--- src/rtl/led_frame_scheduler.sv ---
// Frame scheduler for a 6-pixel GRB strip: shadow/active pixel buffers, periodic frame
// start through the driver load/done handshake, strip latch gap and a send watchdog.
module led_frame_scheduler #(
  parameter int unsigned FRAME_CYCLES   = 800000,
  parameter int unsigned LATCH_CYCLES   = 14400,
  parameter int unsigned TIMEOUT_CYCLES = 20000,
  parameter int unsigned PREP_CYCLES    = 2
) (
  input  logic         clk,
  input  logic         rst_n,
  input  logic         en,
  input  logic         px_we,
  input  logic [2:0]   px_addr,
  input  logic [23:0]  px_data,
  input  logic         commit,
  input  logic         blank,
  input  logic         clr_flags,
  input  logic         drv_done,
  output logic [143:0] drv_rgb,
  output logic         drv_load,
  output logic         drv_rst_leds,
  output logic         busy,
  output logic         frame_sent,
  output logic         pending,
  output logic         err,
  output logic         overrun
);
  localparam int unsigned NUM_PX  = 6;
  localparam int unsigned PX_W    = 24;
  localparam int unsigned RGB_W   = NUM_PX * PX_W;
  localparam int unsigned CNT_W   = $clog2(FRAME_CYCLES);
  localparam int unsigned TMR_MAX =
    (TIMEOUT_CYCLES > LATCH_CYCLES)
      ? ((TIMEOUT_CYCLES > PREP_CYCLES) ? TIMEOUT_CYCLES : PREP_CYCLES)
      : ((LATCH_CYCLES > PREP_CYCLES) ? LATCH_CYCLES : PREP_CYCLES);
  localparam int unsigned TMR_W   = $clog2(TMR_MAX + 1);

  typedef enum logic [2:0] {S_IDLE, S_PREP, S_SEND, S_LATCH, S_WAIT} state_e;

  state_e             state_q, state_d;
  logic [TMR_W-1:0]   tmr_q, tmr_d;
  logic [CNT_W-1:0]   cnt_q, cnt_d;
  logic               tick_q, tick_d;
  logic [RGB_W-1:0]   shadow_q, shadow_d;
  logic [RGB_W-1:0]   active_q, active_d;
  logic [RGB_W-1:0]   drv_rgb_q, drv_rgb_d;
  logic               pending_q, pending_d;
  logic               drv_load_q, drv_load_d;
  logic               drv_rst_leds_q, drv_rst_leds_d;
  logic               busy_q, busy_d;
  logic               frame_sent_q, frame_sent_d;
  logic               err_q, err_d;
  logic               overrun_q, overrun_d;
  logic               tick_c, start_c, done_ok_c, timeout_c;

  always_ff @(posedge clk or negedge rst_n) begin
    if (!rst_n) state_q <= S_IDLE;
    else        state_q <= state_d;
  end

  always_ff @(posedge clk or negedge rst_n) begin
    if (!rst_n) begin
      tmr_q          <= '0;
      cnt_q          <= '0;
      tick_q         <= 1'b0;
      shadow_q       <= '0;
      active_q       <= '0;
      drv_rgb_q      <= '0;
      pending_q      <= 1'b0;
      drv_load_q     <= 1'b0;
      drv_rst_leds_q <= 1'b1;
      busy_q         <= 1'b0;
      frame_sent_q   <= 1'b0;
      err_q          <= 1'b0;
      overrun_q      <= 1'b0;
    end else begin
      tmr_q          <= tmr_d;
      cnt_q          <= cnt_d;
      tick_q         <= tick_d;
      shadow_q       <= shadow_d;
      active_q       <= active_d;
      drv_rgb_q      <= drv_rgb_d;
      pending_q      <= pending_d;
      drv_load_q     <= drv_load_d;
      drv_rst_leds_q <= drv_rst_leds_d;
      busy_q         <= busy_d;
      frame_sent_q   <= frame_sent_d;
      err_q          <= err_d;
      overrun_q      <= overrun_d;
    end
  end

  // Frame tick counter; at most one tick is held until a frame starts
  always_comb begin
    tick_c  = en && (cnt_q == CNT_W'(FRAME_CYCLES - 1));
    start_c = ((state_q == S_IDLE) || (state_q == S_WAIT)) && en && tick_q;
    cnt_d   = cnt_q;
    if (en) cnt_d = tick_c ? '0 : cnt_q + CNT_W'(1);
    tick_d  = tick_q;
    if (start_c) tick_d = 1'b0;
    if (tick_c)  tick_d = 1'b1;
  end

  // Shadow writes always land; the active copy uses the shadow as it was before this cycle
  always_comb begin
    shadow_d = shadow_q;
    for (int unsigned i = 0; i < NUM_PX; i++) begin
      if (px_we && (px_addr == 3'(i))) shadow_d[(NUM_PX-1-i)*PX_W +: PX_W] = px_data;
    end
    active_d  = active_q;
    pending_d = pending_q;
    if (start_c && pending_q) begin
      active_d  = shadow_q;
      pending_d = 1'b0;
    end
    if (commit) pending_d = 1'b1;
  end

  always_comb begin
    state_d   = state_q;
    tmr_d     = '0;
    done_ok_c = 1'b0;
    timeout_c = 1'b0;
    unique case (state_q)
      S_IDLE: begin
        if (start_c) state_d = S_PREP;
      end
      S_PREP: begin
        if (tmr_q == TMR_W'(PREP_CYCLES - 1)) state_d = S_SEND;
        else                                  tmr_d   = tmr_q + TMR_W'(1);
      end
      S_SEND: begin
        if (drv_done) begin
          done_ok_c = 1'b1;
          state_d   = S_LATCH;
        end else if (tmr_q == TMR_W'(TIMEOUT_CYCLES - 1)) begin
          timeout_c = 1'b1;
          state_d   = S_LATCH;
        end else begin
          tmr_d = tmr_q + TMR_W'(1);
        end
      end
      S_LATCH: begin
        if (tmr_q == TMR_W'(LATCH_CYCLES - 1)) state_d = S_WAIT;
        else                                   tmr_d   = tmr_q + TMR_W'(1);
      end
      S_WAIT: begin
        if (!en)          state_d = S_IDLE;
        else if (start_c) state_d = S_PREP;
      end
      default: state_d = S_IDLE;
    endcase
  end

  // Registered outputs follow the next state; the frame word is captured only at PREP entry
  always_comb begin
    drv_load_d     = (state_d == S_SEND);
    busy_d         = (state_d == S_PREP) || (state_d == S_SEND) || (state_d == S_LATCH);
    frame_sent_d   = done_ok_c;
    drv_rst_leds_d = 1'b0;
    unique case (state_d)
      S_IDLE:  drv_rst_leds_d = 1'b1;
      S_LATCH: drv_rst_leds_d = (state_q == S_SEND) ? timeout_c : drv_rst_leds_q;
      default: drv_rst_leds_d = 1'b0;
    endcase
    drv_rgb_d = drv_rgb_q;
    if (start_c) drv_rgb_d = blank ? '0 : active_d;
    err_d = err_q;
    if (clr_flags) err_d = 1'b0;
    if (timeout_c) err_d = 1'b1;
    overrun_d = overrun_q;
    if (clr_flags)         overrun_d = 1'b0;
    if (tick_c && tick_q)  overrun_d = 1'b1;
  end

  assign drv_rgb      = drv_rgb_q;
  assign drv_load     = drv_load_q;
  assign drv_rst_leds = drv_rst_leds_q;
  assign busy         = busy_q;
  assign frame_sent   = frame_sent_q;
  assign pending      = pending_q;
  assign err          = err_q;
  assign overrun      = overrun_q;

endmodule

--- config.mk ---
export PLATFORM = sky130hd
export DESIGN_NAME = led_frame_scheduler
export DESIGN_NICKNAME = d
export VERILOG_FILES = /design/src/rtl/led_frame_scheduler.sv
export SDC_FILE = /design/constraint.sdc
export NUM_CORES = 1
export LEC_CHECK = 0
export CAP_MARGIN = 40
export CORE_ASPECT_RATIO = 1.5
export CORE_MARGIN = 2
export CORE_UTILIZATION = 59
export DETAILED_ROUTE_END_ITERATION = 16
export GPL_ROUTABILITY_DRIVEN = 0
export HOLD_SLACK_MARGIN = 0.06
export PLACE_DENSITY = 0.82
export SYNTH_ARGS = -nofsm -noshare
export SYNTH_HDL_FRONTEND = slang
export SYNTH_SLANG_ARGS = --single-unit
--- constraint.sdc ---
create_clock -name clk -period 3.4 [get_ports clk]
set_input_delay 0.34 -clock clk [delete_from_list [all_inputs] [get_ports clk]]
set_output_delay 0.34 -clock clk [all_outputs]
set_load 0.1 [all_outputs]
# Yosys cells after proc, flatten, opt, wreduce, memory -nomap -nowiden
# Cells that the tools add are included.
totals:
  reg_bits: 478
  in_bits: 35
  output_inout_bits: 151
  wordCells: 88
classes:
  add_sub_neg: 2
  eq_ne: 17
  n_mux: 29
  n_reduce_logical: 21
op_table:
  columns: ["operator", "n"]
  rows:
  - ["$mux W144", 2]
  - ["$mux W15", 4]
  - ["$pmux W15 S3", 1]
  - ["$add A20 B1 Y20 const B", 1]
  - ["$eq A20 B20 Y1 const B", 1]
  - ["$mux W20", 1]
  - ["$eq A3 B2 Y1 const B", 6]
  - ["$mux W3", 6]
  - ["$add A15 B1 Y15 const B", 1]
  - ["$eq A15 B1 Y1 const B", 1]
  - ["$eq A15 B14 Y1 const B", 1]
  - ["$eq A15 B15 Y1 const B", 1]
  - ["$pmux W3 S5", 1]
  - ["$mux W1", 13]
  - ["$logic_and A1 B1 Y1", 11]
  - ["$eq A3 B1 Y1 const B", 3]
  - ["$eq A3 B3 Y1 const B", 3]
  - ["$logic_not A3 Y1", 3]
  - ["$reduce_bool A2 Y1", 4]
  - ["$logic_or A1 B1 Y1", 3]
  - ["$ne A2 B1 Y1 const B", 1]
  - ["$pmux W1 S2", 1]

# Depth between registers and ports, before layout
# Gate-level depths: netlist of the first run.
logic_depth:
  depth_word: 10
  depth_mapped: 7
  mapped_depth_nobuf: 6

# Least setup slack after synthesis of the first run
# Ideal clock, no wire load.
synth_path:
  path_type: "register to register"
  startpoint: "register pending_q, in the netlist pending"
  endpoint: "register drv_rgb_q[100], in the netlist drv_rgb[100]"
  setup_time_ns: 0.135
  arrival_time_ns: 2.014
  t_required_ns: 3.265
  slack_ns: 1.251
  stages_incl_launch_ff: 6
  path_buffers: 3
  synth_period_minus_slack_ns: 2.149
  cell_sequence: "dfrtp_1 -> buf_2 -> buf_2 -> buf_2 -> mux2i_1 -> o31ai_1"
synth_via:
  elab_chain_cells: 3
synth_rtl:
  columns: ["element", "line", "source"]
  rows:
  - ["start: declaration", "47", "logic pending_q, pending_d;"]
  - ["start signal: assignment", "83", "pending_q <= pending_d;"]
  - ["$logic_and A1 B1 Y1", "112", "if (start_c && pending_q) begin"]
  - ["$mux W144", "112", null]
  - ["$mux W144", "167", "if (start_c) drv_rgb_d = blank ? '0 : active_d;"]
  - ["end signal: assignment", "82", "drv_rgb_q <= drv_rgb_d;"]
  - ["end: declaration", "46", "logic [RGB_W-1:0] drv_rgb_q, drv_rgb_d;"]
# No other way between the ends.
# A chain may end at the register's enable or synchronous reset.

# Final worst setup path of the first run
layout_path:
  startpoint: "register state_q[1]"
  endpoint: "register active_q[113]"
layout_via:
  elab_chain_cells: 6
  word_cells_on_any_way: 7
  cone_classes: "eq/ne (1); mux (1); reduce/logical (5)"
layout_rtl:
  columns: ["element", "line", "source"]
  rows:
  - ["start: declaration", "40", "state_e state_q, state_d;"]
  - ["start signal: assignment", "58", "else state_q <= state_d;"]
  - ["$eq A3 B3 Y1 or $logic_not A3 Y1 (tied branches)", "96", "start_c = ((state_q == S_IDLE) || (state_q == S_WAIT)) && en && tick_q;"]
  - ["$logic_or A1 B1 Y1 *", "96", null]
  - ["$logic_and A1 B1 Y1 * (2 in series)", "96", null]
  - ["$logic_and A1 B1 Y1 *", "112", null]
  - ["$mux W144 *", "112", null]
  - ["net active_d[113]", "45", "logic [RGB_W-1:0] active_q, active_d;"]
  - ["end signal: assignment", "81", "active_q <= active_d;"]
  - ["end: declaration", "45", null]
# The timed path passes the listed nets; every way through them passes the cells marked *.

==> metrics.yaml, run 1 <==
slew_headroom_pct: 31.07
htree_levels: 2
start_kind: "register"
crit_family: "simple AND/OR/NAND/NOR gates"
syn_inst: 1481
mappedNetlistArea_um2: 19960
pwr-share-seq_pct: 51.9
cp_max_fo: 39
hold_start: "commit"
die_y_um: 229.2
track_usage_pct: 29.61
critical_path_class: "reg2reg"
synth_ff_type: "dfrtp_1"
yosysUniqueCellTypes: 53
powerDensity_nw_per_um2: 475.2
hold_viol: 0
core_um2: 33340
synthArstFlopShare_pct: 100.0
first_pass_iters: 5
clk_pin_slew_ns: 0.07
synth_edf_count: 0
overflow: 0
fill_cells: 1799
std_cell_rows: 82
power.switching_uw: 2956
ctsLongestPathBuffers: 3
die_w_um: 154.2
ys_warn_count: 0
die_area_um2: 35340
critPathMaxStageDelay_ns: 0.67
grt_pass1_wl_mm: 81.79
clockPowerShare_pct: 39.9
p_int_uw: 9448
ctsResizeCount: 0
io-pin-count: 186
clock_latency_ns: 0.55
max_cap_viol_count: 0
pwr-share-comb_pct: 8.3
synth.area.top_cells: "dfrtp_1 60%, mux2_2 13%, mux2i_1 7.3%, o31ai_1 5.5%, mux2_1 3.4%"
dr.first_iter.drc_count: 950
grt_pass1_vias: 14460
syn_area_per_cell_um2: 13.47
cts-root-buf: "clkbuf_16"
synth_nets: 1519
io_buffer_count: 185
outcome: "finished clean"
antenna_found_initial: 1
r2r_start: "state_q[1]"
worst-path-buf-inv: 1
peakVddDrop_mv: 0.4216
post_drt_wl_per_cell_um: 22.88
path_cells: "nor2_1 -> nand4_4 -> buf_12 -> mux2_1"
hp-class: "in2reg"
synth_common_cells: "477 x dfrtp_1, 228 x mux2_2, 160 x nand2_1"
rsz0062_at_grt: "no"
total_power_uw: 12400
worst_slew_pin_slew_ns: 1.034
ys_seq_area_share_pct: 59.95
cts_tree: "done"
critPathLaunch: "state_q[1]"
wl_mm: 51.29
synth_top_area_cell: "dfrtp_1"
cpMaxStageDelayCell: "nand4_4"
seq_area_um2: 11970
drive_gt1_share_pct: 27.88
nets: 1830
power_leakage_uw: 0.01276
drt-vias-per-instance: 6.008
ys_ff_latch: 478
final.setup.tns_ns: 0
synth_top_area_share_pct: 59.82
multi_input_area_um2: 7543
drv_slew: 0
crit_required_ns: 3.81
end_kind: "register"
ant_nets: 0
hpwl_mm: 33.45
post-route-period-util_pct: 76.85
setup_viol: 0
timing.final.crit_period_ns: 2.613
skew_ns: 0.01906
grt_start_max_net_pins: 194
start_util_pct: 59.85
n_antenna_cell: 0
numCtsBuffers: 44
vias: 13470
maxClockFrequency_ghz: 0.3827
area_growth_pct: 30.82
drc: 0
critPathArrivalTime_ns: 3.03
clkSinkCount: 478
post-synth-top-count-cell: "dfrtp_1"
swShare_pct: 23.83
## worst paths after layout
check                                endpoint  slack, ns  cells after the start
worst min register to register    drv_rgb[16]       0.48                      2
worst min-delay path                  pending       0.42                      2
max in group asynchronous        active_q[80]       2.03                      3
worst max register to register  active_q[113]       0.79                      4
worst max-delay path            active_q[113]       0.79                      4
min in group asynchronous           cnt_q[16]       0.45                      2
## power by group through the flow
stage	Combinational [uW]	Sequential, uW	Clock [uW]
after global placement	972	6470	0
final	1020	6430	4950
after CTS	1040	6420	5020
after floorplan	638	6410	0
after global routing	1120	6480	5250
after detailed placement	1030	6520	0
## flip-flops by register name, indices dropped and copies added (netlist names)
signal / count
pending: 1
err: 1
frame_sent: 1
drv_rgb: 144
tmr_q: 15
drv_load: 1
drv_rst_leds: 1
state_q: 3
overrun: 1
busy: 1
shadow_q: 144
active_q: 144
cnt_q: 20
tick_q: 1
## kinds of logic after synthesis
logic type	count (synthesis)	share of synthesized area [%]
mux	433	23.52
buf+inv	114	2.583
simple gates	245	5.731
fa+ha+maj	3	0.1881
flops	478	59.95
xor+xnor	27	1.185
compound gates	181	6.841
## per-layer routing
layer | vias up | part of all wire, % | track usage, %
met3 | 139 | 4.3 | 4.049
li1 | 5945 | - | -
met4 | 2 | 4.9 | 13.61
met1 | 6945 | 37 | 34.93
met2 | 438 | 54 | 53.48
met5 | - | 0.019 | 0
## through the flow
stage	instances	utilization [%]	instance area (um2)	worst slack (ns)	hold WS [ns]
detailed placement	2165	73.96	24660	0.8392	0.4648
CTS	2242	78.29	26110	0.7914	0.3890
floorplan	1481	-	19960	1.251	0.04441
global placement	2013	66.85	22290	0.9230	0.4522
global route	2242	78.29	26110	0.7315	0.4238
finish	2242	78.29	26110	0.7872	0.4210
## area by class of cell
| class | count | area share, % |
|---|---|---|
| Clock buffer | 61 | 4.889 |
| Clock inverter | 15 | 0.6087 |
| Inverter | 11 | 0.1582 |
| Multi-Input combinational cell | 889 | 28.90 |
| Sequential cell | 478 | 45.84 |
| Tap cell | 420 | 2.013 |
| Timing Repair Buffer | 368 | 17.60 |
## cells in the final DEF, fill, tap and decap left out, types with 11 or more instances in the layout
| cell | n |
|---|---|
| buf_12 | 11 |
| nor3_1 | 11 |
| mux2i_1 | 145 |
| buf_8 | 146 |
| nand4_1 | 12 |
| clkbuf_16 | 45 |
| buf_4 | 21 |
| o31ai_1 | 145 |
| mux2_2 | 228 |
| xnor2_1 | 15 |
| mux2_1 | 60 |
| dfrtp_1 | 476 |
| xor2_1 | 12 |
| nor2_1 | 15 |
| nand2_1 | 160 |
| clkdlybuf4s50_1 | 182 |
## what timing repair did
| action | in CTS | in global routing |
|---|---|---|
| endpoints found under the hold margin | 98 | 0 |
| hold buffers | 1 | 0 |
| setup buffers | 0 | 0 |
No activity file was read; power rests on OpenSTA's default activity.
==> run 2: changes to the inputs <==
--- a/config.mk
+++ b/config.mk
@@ -8,11 +8,11 @@
 export CAP_MARGIN = 40
 export CORE_ASPECT_RATIO = 1.5
 export CORE_MARGIN = 2
-export CORE_UTILIZATION = 59
+export CORE_UTILIZATION = 57
 export DETAILED_ROUTE_END_ITERATION = 16
 export GPL_ROUTABILITY_DRIVEN = 0
 export HOLD_SLACK_MARGIN = 0.06
-export PLACE_DENSITY = 0.82
+export PLACE_DENSITY = 0.79
 export SYNTH_ARGS = -nofsm -noshare
 export SYNTH_HDL_FRONTEND = slang
 export SYNTH_SLANG_ARGS = --single-unit
==> constraint.sdc (replaced) <==
create_clock -name clk -period 2.7 [get_ports clk]
set_input_delay 0.27 -clock clk [delete_from_list [all_inputs] [get_ports clk]]
set_output_delay 0.27 -clock clk [all_outputs]
set_load 0.1 [all_outputs]
==> metrics.yaml, run 2 (synthesis gave the netlist of run 1 again) <==
worst_slew_pin_slew_ns: 0.7476  # -0.2864 ns
nets: 1680  # -8.2%
vias: 12230  # -9.2%
final_common_cell: "dfrtp_1"
critPathMaxStageDelay_ns: 0.67  # about the same
track_usage_pct: 24.32  # -5.3 points
cts-root-buf: "clkbuf_16"
final_cell_count_no_fill: 2143  # -4.4%
dr.first_iter.drc_count: 913  # -3.9%
path_cells: "ha_1 -> and4_1 -> nand4_1 -> a22oi_4 -> a22oi_1"
cpMaxStageDelayCell: "a22oi_4"
final.setup.tns_ns: 0  # unchanged
seq_area_um2: 11970  # unchanged
overflow: 0  # unchanged
post_drt_wl_per_cell_um: 20.13  # -12%
timing.final.crit_period_ns: 2.257  # -0.3555 ns
cts_tree: "done"
io-pin-count: 186  # unchanged
crit_required_ns: 3.08  # -0.73 ns
drive_gt1_share_pct: 30.61  # +2.7 points
n_antenna_cell: 0  # unchanged
hold_viol: 0  # unchanged
clk_pin_slew_ns: 0.06  # about the same
htree_levels: 2  # unchanged
max_cap_viol_count: 0  # unchanged
die_y_um: 233.2  # +1.7%
critical_path_class: "reg2reg"
fill_cells: 2435  # +35%
setup_viol: 0  # unchanged
start_kind: "register"
grt_pass1_vias: 12720  # -12%
grt_pass1_wl_mm: 69.28  # -15%
ctsLongestPathBuffers: 3  # unchanged
antenna_found_initial: 0  # -1
core_um2: 34370  # +3.1%
io_buffer_count: 185  # unchanged
ant_nets: 0  # unchanged
cp_max_fo: 16  # -59%
start_util_pct: 58.05  # -1.8 points
critPathArrivalTime_ns: 2.64  # -0.39 ns
drv_slew: 0  # unchanged
numCtsBuffers: 44  # unchanged
hpwl_mm: 28.26  # -16%
std_cell_rows: 83  # +1.2%
powerDensity_nw_per_um2: 664.0  # +40%
worst-path-buf-inv: 0  # -1
power_leakage_uw: 0.01201  # -5.9%
rrSetupSlack_ns: 0.44  # -0.34 ns
cts_setup_buffers: 0  # unchanged
end_kind: "register"
post-route-period-util_pct: 83.60  # +6.8 points
die_area_um2: 36550  # +3.4%
peakVddDrop_mv: 0.5787  # +37%
outcome: "finished clean"
skew_ns: 0.01329  # -0.005774 ns
wl_mm: 43.14  # -16%
slew_headroom_pct: 50.16  # +19 points
drt-vias-per-instance: 5.705  # -5.0%
clock_latency_ns: 0.55  # about the same
rsz0062_at_grt: "no"
maxClockFrequency_ghz: 0.4430  # +16%
hp-class: "in2async"
crit_family: "compound AO/OA/AOI/OAI gates"
clkSinkCount: 478  # unchanged
grt_start_max_net_pins: 98  # -49%
first_pass_iters: 7  # +2
area_growth_pct: 18.05
dp_cells: 2061  # -4.8%
drc: 0  # unchanged
final_cell_mix: "476 x dfrtp_1, 228 x mux2_2, 166 x buf_4"
die_w_um: 156.8  # +1.7%
multi_input_area_um2: 7543  # unchanged
run 2: cell types whose count changed in the layout (fill, tap and decap cells not counted):
| cell | previous run | this run |
|---|---|---|
| clkbuf_1 | 7 | 5 |
| buf_12 | 11 | 17 |
| clkinvlp_4 | 2 | 4 |
| clkdlybuf4s50_1 | 182 | 32 |
| dlygate4sd3_1 | 1 | 2 |
| buf_8 | 146 | 1 |
| buf_4 | 21 | 166 |
| buf_16 | 7 | 0 |
| clkinv_2 | 9 | 11 |
| clkbuf_8 | 9 | 11 |
run 2: power breakdown:
group / switching (uW) / total (uW) / internal, uW
Clock: 2650 / 6300 / 3650
Sequential: 379 / 8060 / 7680
Combinational: 649 / 1290 / 636
run 2: path summary, 6_finish.rpt:
kind | startpoint | to | cells after the start
max in group asynchronous | rst_n | active_q[50] | 3
hold / removal | rst_n | cnt_q[17] | 2
setup reg to reg | tmr_q[0] | tmr_q[13] | 5
min in group clk | commit | pending | 2
hold reg to reg | drv_rgb[106] | drv_rgb[106] | 2
setup / recovery | tmr_q[0] | tmr_q[13] | 5
run 2: what timing repair did:
item                      CTS  global route
hold endpoints to repair   63             0
hold buffers                2             0
gates resized for setup     0             0
run 2: worst register-to-register path, cell delays in order (launching register included):
cell     delay (ns)
dfrtp_1        0.41
ha_1           0.25
and4_1         0.29
nand4_1        0.28
a22oi_4        0.67
a22oi_1        0.19
run 2: cell type report:
class                   count  area share [%]
multi-input cells         889           32.02
flip-flops and latches    478           50.80
repair buffers            218           8.243
well taps                 467           2.480
inverters                  11          0.1753
clock buffers              61           5.502
clock inverters            19          0.7808
run 2: per-layer routing:
metal / wire, um / up-vias / GRT usage, % / part of all wire, %
met4: 969 / 0 / 6.680 / 2.2
li1: - / 5642 / - / -
met2: 22830 / 244 / 43.37 / 53
met1: 17740 / 6283 / 31.01 / 41
met3: 1596 / 57 / 3.414 / 3.7
met5: 0 / - / 0 / 0
run 2: per-stage QoR:
stage | cell area, um2 | worst slack [ns] | hold slack [ns] | util (%) | power, uW
after floorplan | 19960 | 0.5514 | -0.02559 | - | 8876
after global placement | 22060 | 0.4746 | 0.2507 | 64.17 | 9401
after detailed placement | 22060 | 0.4515 | 0.2547 | 64.17 | 9493
after CTS | 23560 | 0.4557 | 0.2780 | 68.53 | 15790
after global routing | 23560 | 0.2972 | 0.2900 | 68.53 | 16290
final | 23560 | 0.4427 | 0.2555 | 68.53 | 15640
==> run 3: changes to the inputs <==
==> constraint.sdc (replaced) <==
create_clock -name clk -period 2.1 [get_ports clk]
set_input_delay 0.21 -clock clk [delete_from_list [all_inputs] [get_ports clk]]
set_output_delay 0.21 -clock clk [all_outputs]
set_load 0.1 [all_outputs]
==> metrics.yaml, run 3 (synthesis gave the netlist of run 1 again) <==
outcome: "finished clean"
n_antenna_cell: 0  # unchanged
area_growth_pct: 19.97
fill_cells: 2372  # -2.6%
numCtsBuffers: 44  # unchanged
io_buffer_count: 185  # unchanged
die_y_um: 233.2  # unchanged
critPathLaunch: "tmr_q[0]"
final_cell_mix: "476 x dfrtp_1, 228 x mux2_2, 173 x buf_4"
dr.first_iter.drc_count: 783  # -14%
start_util_pct: 58.05  # unchanged
post_drt_wl_per_cell_um: 20.57  # +2.2%
die_area_um2: 36550  # unchanged
antenna_found_initial: 1  # +1
max_cap_viol_count: 0  # unchanged
maxClockFrequency_ghz: 0.5074  # +15%
first_pass_iters: 5  # -2
vias: 12480  # +2.1%
final_common_cell: "dfrtp_1"
critical_path_class: "reg2reg"
postLayoutCoreUtil_pct: 69.65  # +1.1 points
cts-root-buf: "clkbuf_16"
clock_latency_ns: 0.55  # about the same
worst_slew_pin_slew_ns: 0.5511  # -0.1966 ns
track_usage_pct: 24.82  # +0.50 points
cp_max_fo: 14  # -2
start_kind: "register"
end_kind: "register"
crit_required_ns: 2.52  # -0.56 ns
r2r_start: "tmr_q[0]"
io-pin-count: 186  # unchanged
slew_headroom_pct: 63.15  # +13 points
core_um2: 34370  # unchanged
final.setup.tns_ns: 0  # unchanged
reg2reg_depth: 6  # +1
peakVddDrop_mv: 0.7039  # +22%
hpwl_mm: 29.59  # +4.7%
ctsLongestPathBuffers: 3  # unchanged
nets: 1700  # +1.2%
grt_start_max_net_pins: 75  # -23%
timing.final.crit_period_ns: 1.971  # -0.2866 ns
clk_pin_slew_ns: 0.06  # about the same
post-route-period-util_pct: 93.84  # +10 points
critPathArrivalTime_ns: 2.39  # -0.25 ns
grt_pass1_wl_mm: 70.46  # +1.7%
htree_levels: 2  # unchanged
die_w_um: 156.8  # unchanged
ctsResizeCount: 0  # unchanged
setup_viol: 0  # unchanged
hp-class: "in2async"
rrSetupSlack_ns: 0.13  # -0.31 ns
r2r_end: "tmr_q[13]"
crit_path_end: "tmr_q[13]"
power_leakage_uw: 0.01219  # +1.5%
drc: 0  # unchanged
drt-vias-per-instance: 5.776  # +1.2%
hold_viol: 0  # unchanged
std_cell_rows: 83  # unchanged
clkSinkCount: 478  # unchanged
wl_mm: 44.43  # +3.0%
drv_slew: 0  # unchanged
rsz0062_at_grt: "no"
drive_gt1_share_pct: 31.19  # +0.58 points
grt_pass1_vias: 12770  # +0.41%
overflow: 0  # unchanged
powerDensity_nw_per_um2: 859.9  # +30%
cts_tree: "done"
skew_ns: 0.009561  # -0.003729 ns
ant_nets: 0  # unchanged
-- run 3: changes by cell type in the layout (fill, tap and decap cells not counted), sizes merged --
cell | before | now
buf | 184 | 205
clkinv | 12 | 7
bufinv | 3 | 7
clkinvlp | 4 | 1
clkbuf | 61 | 62
dlygate4sd3 | 2 | 1
-- run 3: per-layer routing --
layer | vias up | routed length, um | global-route usage, %
met5 | - | 10 | 0
met2 | 269 | 22850 | 43.20
met3 | 95 | 1914 | 3.636
met4 | 2 | 1539 | 9.346
met1 | 6411 | 18110 | 31.40
li1 | 5700 | - | -
-- run 3: critical path, stage by stage (launching register included) --
cell and delay (ns):
dfrtp_1 0.40, ha_1 0.24, and4_1 0.30, nand4_1 0.27, a22oi_4 0.32, buf_12 0.19, a22oi_1 0.10
-- run 3: repair_timing --
| action | CTS | global route |
|---|---|---|
| buffers inserted | 0 | 1 |
| endpoints found under the setup margin | 0 | 1 |
| endpoints found under the hold margin | 225 | 0 |
| hold buffers | 1 | 0 |
-- run 3: cell type report --
class / count / area (um2) / share of cell area (%)
clock inverters: 15 / 260.3 / 1.087
inverters: 11 / 41.29 / 0.1725
clock buffers: 62 / 1280 / 5.347
well taps: 467 / 584.3 / 2.441
multi-input cells: 889 / 7543 / 31.51
flip-flops and latches: 478 / 11970 / 49.98
repair buffers: 238 / 2265 / 9.460
-- run 3: where the power goes --
part           switching [uW]  leakage [uW]  total [uW]  internal (uW)
Combinational             830       0.00506        1670            841
Sequential                513       0.00638       10400           9870
Clock                    3420      0.000756        8530           5110
-- run 3: how the worst min path moves through the flow --
| stage | start | endpoint | slack, ns | depth (start not counted) |
|---|---|---|---|---|
| floorplan | rst_n | active_q[0] | -0.09 | 0 |
| global placement | rst_n | active_q[42] | 0.21 | 1 |
| detailed placement | rst_n | active_q[42] | 0.21 | 1 |
| CTS | blank | drv_rgb[66] | 0.21 | 2 |
| global route | blank | drv_rgb[48] | 0.25 | 2 |
| finish | rst_n | active_q[42] | 0.24 | 2 |
-- run 3: per-stage QoR --
stage / setup WS, ns / power (uW) / instance area, um2 / instances / hold slack (ns)
2_1_floorplan: 0.2521 / 11410 / 19960 / 1481 / -0.08559
5_1_grt: 0.02746 / 21360 / 23940 / 2160 / 0.2453
3_5_place_dp: 0.1291 / 12240 / 22380 / 2081 / 0.2088
4_1_cts: 0.1333 / 20750 / 23930 / 2159 / 0.2088
6_report: 0.1293 / 20590 / 23940 / 2160 / 0.2351
3_3_place_gp: 0.1668 / 12120 / 22380 / 2081 / 0.2094
